$ cat config.mk
export PLATFORM = sky130hd
export DESIGN_NAME = truth_table_eval
export DESIGN_NICKNAME = d
export VERILOG_FILES = /design/src/rtl/cello_logic_pkg.sv /design/src/rtl/input_settle_filter.sv /design/src/rtl/truth_table_eval.sv
export SDC_FILE = /design/constraint.sdc
export NUM_CORES = 1
export LEC_CHECK = 0
export BUFFER_PORTS_ARGS = -buffer_cell sky130_fd_sc_hd__buf_2
export CORE_ASPECT_RATIO = 1.2
export CORE_UTILIZATION = 39
export DETAILED_ROUTE_END_ITERATION = 7
export PLACE_DENSITY = 0.6
export SYNTH_ARGS = -nofsm -noshare
export SYNTH_HDL_FRONTEND = slang
export SYNTH_HIERARCHICAL = 1
export SYNTH_SLANG_ARGS = --single-unit
$ cat constraint.sdc
create_clock -name clk -period 1.9 [get_ports clk]
set_clock_uncertainty 0.15 [all_clocks]
set_input_delay 0.285 -clock clk [delete_from_list [all_inputs] [get_ports clk]]
set_output_delay 0.285 -clock clk [all_outputs]
set_load 0.01 [all_outputs]
$ cat src/rtl/cello_logic_pkg.sv
// rtl/cello_logic_pkg.sv - shared types and helpers for the reconfigurable gate generators
package cello_logic_pkg;

  typedef enum logic [1:0] {
    RUN,
    LOAD,
    COMMIT
  } cfg_state_t;

  localparam logic [7:0] TT_DEFAULT_3 = 8'h40;

  function automatic int tt_width(input int n);
    return 1 << n;
  endfunction

endpackage

$ cat src/rtl/input_settle_filter.sv
// rtl/input_settle_filter.sv - registers an input word and counts cycles it has been stable
module input_settle_filter #(
  parameter int W      = 3,
  parameter int SETTLE = 4
) (
  input  logic                             clk,
  input  logic                             rst,
  input  logic [W-1:0]                     in,
  output logic [W-1:0]                     in_q,
  output logic [$clog2(SETTLE+1)-1:0]      stable_cnt,
  output logic                             settled,
  output logic                             dropped
);

  localparam int            CW      = $clog2(SETTLE + 1);
  localparam logic [CW-1:0] CNT_MAX = CW'(SETTLE);

  logic [W-1:0]  sample_q, sample_d;
  logic [CW-1:0] cnt_q, cnt_d;

  always_comb begin
    sample_d = in;
    dropped  = (in != sample_q);
    cnt_d    = cnt_q;
    if (dropped) begin
      cnt_d = '0;
    end else if (cnt_q != CNT_MAX) begin
      cnt_d = cnt_q + CW'(1);
    end
  end

  always_ff @(posedge clk or posedge rst) begin
    if (rst) begin
      sample_q <= '0;
      cnt_q    <= '0;
    end else begin
      sample_q <= sample_d;
      cnt_q    <= cnt_d;
    end
  end

  assign in_q       = sample_q;
  assign stable_cnt = cnt_q;
  assign settled    = (cnt_q == CNT_MAX);

endmodule

$ cat src/rtl/truth_table_eval.sv
// rtl/truth_table_eval.sv - N-input truth-table gate with serial table reload and settle-filtered output
module truth_table_eval
  import cello_logic_pkg::*;
#(
  parameter int                          N_IN    = 3,
  parameter int                          SETTLE  = 4,
  parameter logic [tt_width(N_IN)-1:0]   TT_INIT = TT_DEFAULT_3,
  parameter int                          CNT_W   = 8
) (
  input  logic              clk,
  input  logic              rst,
  input  logic [N_IN-1:0]   in,
  input  logic              cfg_valid,
  input  logic              cfg_bit,
  output logic              cfg_ready,
  input  logic              cfg_abort,
  output logic              cfg_done,
  output logic              out,
  output logic              out_valid,
  output logic [CNT_W-1:0]  out_toggles
);

  localparam int              TT_W       = tt_width(N_IN);
  localparam int              SC_W       = $clog2(SETTLE + 1);
  localparam logic [SC_W-1:0] SETTLE_PRE = SC_W'(SETTLE - 1);
  localparam logic [N_IN-1:0] LAST_BIT   = N_IN'(TT_W - 1);

  logic [N_IN-1:0] in_q;
  logic [SC_W-1:0] stable_cnt;
  logic            settled;
  logic            dropped;
  logic            settle_now;

  input_settle_filter #(
    .W      (N_IN),
    .SETTLE (SETTLE)
  ) u_filter (
    .clk        (clk),
    .rst        (rst),
    .in         (in),
    .in_q       (in_q),
    .stable_cnt (stable_cnt),
    .settled    (settled),
    .dropped    (dropped)
  );

  cfg_state_t       state_q, state_d;
  logic [TT_W-1:0]  tt_q, tt_d;
  logic [TT_W-1:0]  shadow_q, shadow_d;
  logic [N_IN-1:0]  bit_cnt_q, bit_cnt_d;
  logic             cfg_ready_q, cfg_ready_d;
  logic             cfg_done_q, cfg_done_d;
  logic             out_q, out_d;
  logic             out_valid_q, out_valid_d;
  logic [CNT_W-1:0] toggles_q, toggles_d;
  logic             accept;

  // Config loader: abort in LOAD outranks a simultaneous bit.
  always_comb begin
    state_d    = state_q;
    tt_d       = tt_q;
    shadow_d   = shadow_q;
    bit_cnt_d  = bit_cnt_q;
    cfg_done_d = 1'b0;
    accept     = cfg_valid && cfg_ready_q;
    case (state_q)
      RUN: begin
        if (accept) begin
          shadow_d    = '0;
          shadow_d[0] = cfg_bit;
          bit_cnt_d   = N_IN'(1);
          state_d     = LOAD;
        end
      end
      LOAD: begin
        if (cfg_abort) begin
          shadow_d  = '0;
          bit_cnt_d = '0;
          state_d   = RUN;
        end else if (accept) begin
          shadow_d[bit_cnt_q] = cfg_bit;
          bit_cnt_d           = bit_cnt_q + N_IN'(1);
          if (bit_cnt_q == LAST_BIT) begin
            state_d    = COMMIT;
            cfg_done_d = 1'b1;
          end
        end
      end
      COMMIT: begin
        tt_d      = shadow_q;
        bit_cnt_d = '0;
        state_d   = RUN;
      end
      default: state_d = RUN;
    endcase
    cfg_ready_d = (state_d != COMMIT);
  end

  // Once settled, out tracks the live table so a commit lands one edge later.
  always_comb begin
    settle_now  = !dropped && (settled || stable_cnt == SETTLE_PRE);
    out_d       = out_q;
    out_valid_d = out_valid_q;
    if (dropped) begin
      out_valid_d = 1'b0;
    end else if (settle_now) begin
      out_d       = tt_q[in_q];
      out_valid_d = 1'b1;
    end
    toggles_d = toggles_q;
    if (out_d != out_q && toggles_q != '1) begin
      toggles_d = toggles_q + CNT_W'(1);
    end
  end

  always_ff @(posedge clk or posedge rst) begin
    if (rst) begin
      state_q     <= RUN;
      tt_q        <= TT_INIT;
      shadow_q    <= '0;
      bit_cnt_q   <= '0;
      cfg_ready_q <= 1'b1;
      cfg_done_q  <= 1'b0;
      out_q       <= 1'b0;
      out_valid_q <= 1'b0;
      toggles_q   <= '0;
    end else begin
      state_q     <= state_d;
      tt_q        <= tt_d;
      shadow_q    <= shadow_d;
      bit_cnt_q   <= bit_cnt_d;
      cfg_ready_q <= cfg_ready_d;
      cfg_done_q  <= cfg_done_d;
      out_q       <= out_d;
      out_valid_q <= out_valid_d;
      toggles_q   <= toggles_d;
    end
  end

  assign cfg_ready   = cfg_ready_q;
  assign cfg_done    = cfg_done_q;
  assign out         = out_q;
  assign out_valid   = out_valid_q;
  assign out_toggles = toggles_q;

endmodule

# Word-level counts from Yosys, hierarchy flattened
# Index checks and enable logic that the tools add are counted.
# word_totals
output_inout_bits	12
input_bits	8
ff_bits	39
wordCells	70
# op_classes
reduce_logical	13
order_cmp	3
n_eq_ne	12
addsub	3
n_mux	28
# op_table
cell	n
2-to-1 mux 8 bit	3
one-hot mux 8 bit (2 select lines)	1
2-to-1 mux 3 bit	5
2-to-1 mux 1 bit	10
one-hot mux 3 bit (3 select lines)	1
adder 8 x 1 -> 8 bit, second input constant	1
bitwise mux 8 bit	1
< comparator 3 x 4 -> 1 bit, second input constant	2
2-to-1 mux 2 bit	4
inequality test 8 bit, second input constant	1
adder 3 x 1 -> 3 bit, second input constant	2
equality test 3 bit, second input constant	2
inequality test 3 bit, second input constant	2
AND reduction 3 bit	2
nonzero test 2 bit	3
logical AND 1 bit	4
inequality test 2 bit, second input constant	2
one-hot mux 2 bit (2 select lines)	1
binary-select mux 1 bit (select 3 bit)	1
demux 1 bit (select 3 bit)	1
equality test 3 x 2 -> 1 bit, second input constant	1
greater-or-equal comparator 3 x 1 -> 1 bit, second input constant	1
inequality test 3 bit	1
nonzero test 3 bit	1
other kinds (6)	6

# Logic depth before layout (Yosys ltp)
# depth
word_depth	8
mapped_depth	8

# Hierarchy
# Netlist, hierarchy kept.
# by_module_without_submodules
module	area_per_inst_um2	instances	seq_area_each_um2	cells_each
truth_table_eval	1657.8	1	828.3	149
input_settle_filter	277.8	1	150.1	26

# Worst setup path before layout
# Ideal clock, no wire load.
# synth_timing
kind	reg-to-reg
startpoint	register u_filter.sample_q[1], in the netlist u_filter/in_q[1]
endpoint	register toggles_q[1], in the netlist out_toggles[1]
arrival_ns	1.778
setup_slack_ns	-0.153
t_required_ns	1.625
path_stages_with_launch	6
synth_period_minus_slack_ns	2.053
cell_sequence	dfrtp_1 mux4_1 mux2i_4 xor2_4 nor2_2 mux2_4
# synth_via
elab_chain_len	7
word_cells_on_any_way	9
# synth_lines
element	line_no	rtl
start: declaration	input_settle_filter.sv:18	logic [W-1:0] sample_q, sample_d;
start signal: assignment	input_settle_filter.sv:37	sample_q <= sample_d;
parallel branches: the longest is 4 deep, another holds binary-select mux 1 bit (select 3 bit)	--	
2-to-1 mux 1 bit (*)	truth_table_eval.sv:104	if (dropped) begin
inequality test 1 bit (*)	truth_table_eval.sv:111	if (out_d != out_q && toggles_q != '1) begin
logical AND 1 bit (*)	truth_table_eval.sv:111	
end signal: assignment	truth_table_eval.sv:136	toggles_q <= toggles_d;
end: declaration	truth_table_eval.sv:55	logic [CNT_W-1:0] toggles_q, toggles_d;
# Every way passes the cells marked *. The select of a mux whose other input is x is not followed.
# A chain may end at the register's enable or synchronous reset.

# Worst setup path in the final report
# Same ends and word-level chain as after synthesis.

==> out/metrics.cfg <==
[run_status]
status = complete, but fails checks
violations = negative setup slack

[worst_setup_path]
cp_max_fo = 7
worstPathArrival_ps = 2120
slowest_stage = mux4_2
startpoint = u_filter/in_q[1]
cp_cell_sequence = mux4_2 > mux2i_4 > xor2_4 > nor2_2 > mux2_4
cp-start-kind = flip-flop
worstPathRequired_ps = 1910
critical_path_class = flip-flop to flip-flop
endpoint_kind = flip-flop
critical_path.max_stage_delay_ps = 530
reg2reg_from = u_filter/in_q[1]

[cells_and_area]
final_area_sq_um = 2410
nets = 233
layout_common_cells = dfrtp_1, buf_2, buf_4, o21ai_0, nand2_1
final_common_cell = dfrtp_1
area_growth_pct = 24.4
layout.cells.non_filler = 275
drive_gt1_share_pct = 34.1
antenna_cells = 0

[drt]
dr.pass1.iters = 5
totalWireLength_microns = 4100
drc = 0
via_count = 1453
drt_iter0_markers = 32
viasPerCell = 5.28
wl_per_cell_microns = 14.9
drtAntennaViolNets = 0

[sta]
worst_pin_slew_ps = 478
rsz0062_at_grt = yes
maxSlewViolCount = 0
max_slew_margin_pct = 68.1
setup_ws_ps = -206
setup_violations = 9
hold_violations = 0
period_share_pct = 111
fmax_ghz = 0.475
min_period_ps = 2110

[power]
p_leak_nw = 1.16
finalPower_w = 0.00201
ir_worst_vdd_v = 0.000393
powerDensity_nw_per_um2 = 834

[synth]
ys_ff_latch = 39
synth_top_area_cell = dfrtp_1
synth-edff-count = 0
synth_cell_type_count = 35
synth_area_leaders = dfrtp_1, ha_1, mux2_2, o21ai_0, xor2_1
ys_seq_area_share_pct = 50.5
ys.warnings.count = 6
postSynthCellCount = 175
syn-num-nets = 192
synth_area_sq_um = 1940
avgSynthCellArea_sq_um = 11.1
synth_top_area_share_pct = 47.8
async_reset_ff_share_pct = 100
synthFlopType = dfrtp_1

[grt]
grt_max_degree = 34
antenna_found_initial = 0
grtUsageTotal_pct = 17.5
grt_first_pass_wirelength_microns = 6970
grt_pass1_vias = 1526
grt_overflow = 0

[floorplan]
die_y_microns = 79.2
start_util_pct = 41.5
io_pins = 20
dieWidth_microns = 66.3
fp.dieArea_sq_um = 5250
coreArea_sq_um = 4660
rows = 27

[clocking]
cts_tree = built
root_buffer = clkbuf_8
clk_latency_ps = 280
cts_sinks = 39
path_clk_slew_ps = 80
numCtsBuffers = 5
cts_buffer_depth = 2
htreeDepth = 2

[placed_design]
io_buffers = 19
place_hpwl_microns = 2980
routabilityCongestion = 0.766
placed_area_sq_um = 2160
placed_cells = 258

[min_path]
hold_path.startpoint = cfg_bit
hold_path_class = primary input to flip-flop

[run]
maxCapViolCount = 0

-- metal layers --
metal,share of wire [%],global-route usage [%],vias up
li1,-,-,702
met4,0.88,5.11,0
met2,57,32.4,24
met1,40,20.0,722
met3,2.9,3.45,5
met5,0,0,-
-- worst max-delay path: cells and delay by family, from the launching register on --
family	cells	cell delay, ps
simple gates	1	80
xor+xnor	1	290
flops	1	400
mux	3	1060
-- area by class of cell --
cell class	instances	area (sq um)
fillers	429	2250
flip-flops and latches	39	980
multi-input cells	119	955
repair buffers	39	255
clock buffers	8	100
well taps	58	72.6
inverters	12	45.0
-- through the flow --
stage	util [%]	setup slack, ps	hold slack (ps)	TNS [ps]
after floorplan	-	-105	-74.0	-234
after global placement	46.3	-153	60.9	-671
after detailed placement	46.3	-200	83.3	-1270
after CTS	49.9	-222	101	-1350
final	51.6	-206	119	-1210
after global routing	51.6	-270	135	-2560
-- flip-flops by register name, summed over array words and instances, names as in the netlist, 2 cells and up --
register             flops
shadow_q                 8
out_toggles              8
bit_cnt_q                3
tt_q                     8
u_filter/in_q            3
state_q                  2
u_filter/stable_cnt      3
-- where the power goes --
part	total, W	switching [W]	internal (W)
Clock	0.000603	0.000271	0.000331
Combinational	0.000475	0.000289	0.000186
Sequential	0.000931	0.0000530	0.000878
-- kinds of logic (layout without fill, tap and decap cells) --
logic type               after synthesis  count (layout)  share of synthesized area, %
multiplexers                          12              12                          9.31
flip-flops                            39              39                          50.5
AO/OA/AOI/OAI                         42              42                          13.3
adder cells (fa/ha/maj)                9               9                          5.82
buffers and inverters                 17              59                          3.30
XOR/XNOR                              12              12                          6.40
AND/OR/NAND/NOR                       44              44                          11.3
-- worst paths after layout --
check,to,slack [ps],cells past startpoint
worst max-delay path,out_toggles[1],-210,5
worst min-delay path,shadow_q[0],120,3
worst max register to register,out_toggles[1],-210,5
worst min register to register,out_toggles[7],350,1
max in group asynchronous,cfg_ready,760,4
min in group asynchronous,u_filter/stable_cnt[0],320,3
-- timing repair --
item	in CTS	in global routing
hold buffers	4	0
setup buffers	1	4
hold endpoints to repair	40	0
setup endpoints to repair	13	17
resized for setup	3	13
pin swaps	0	1
-- synthesized netlist by cell type, types with 3 or more instances --
library cell	n
dfrtp_1	37
o21ai_0	17
nand2_1	14
inv_1	12
ha_1	9
a21oi_1	8
mux2_2	8
nand3_1	8
nor2_1	8
xor2_1	7
a31oi_1	5
clkbuf_1	5
o41ai_1	4
xnor2_1	4
nor4_1	3
No activity file was read; power rests on OpenSTA's default activity.
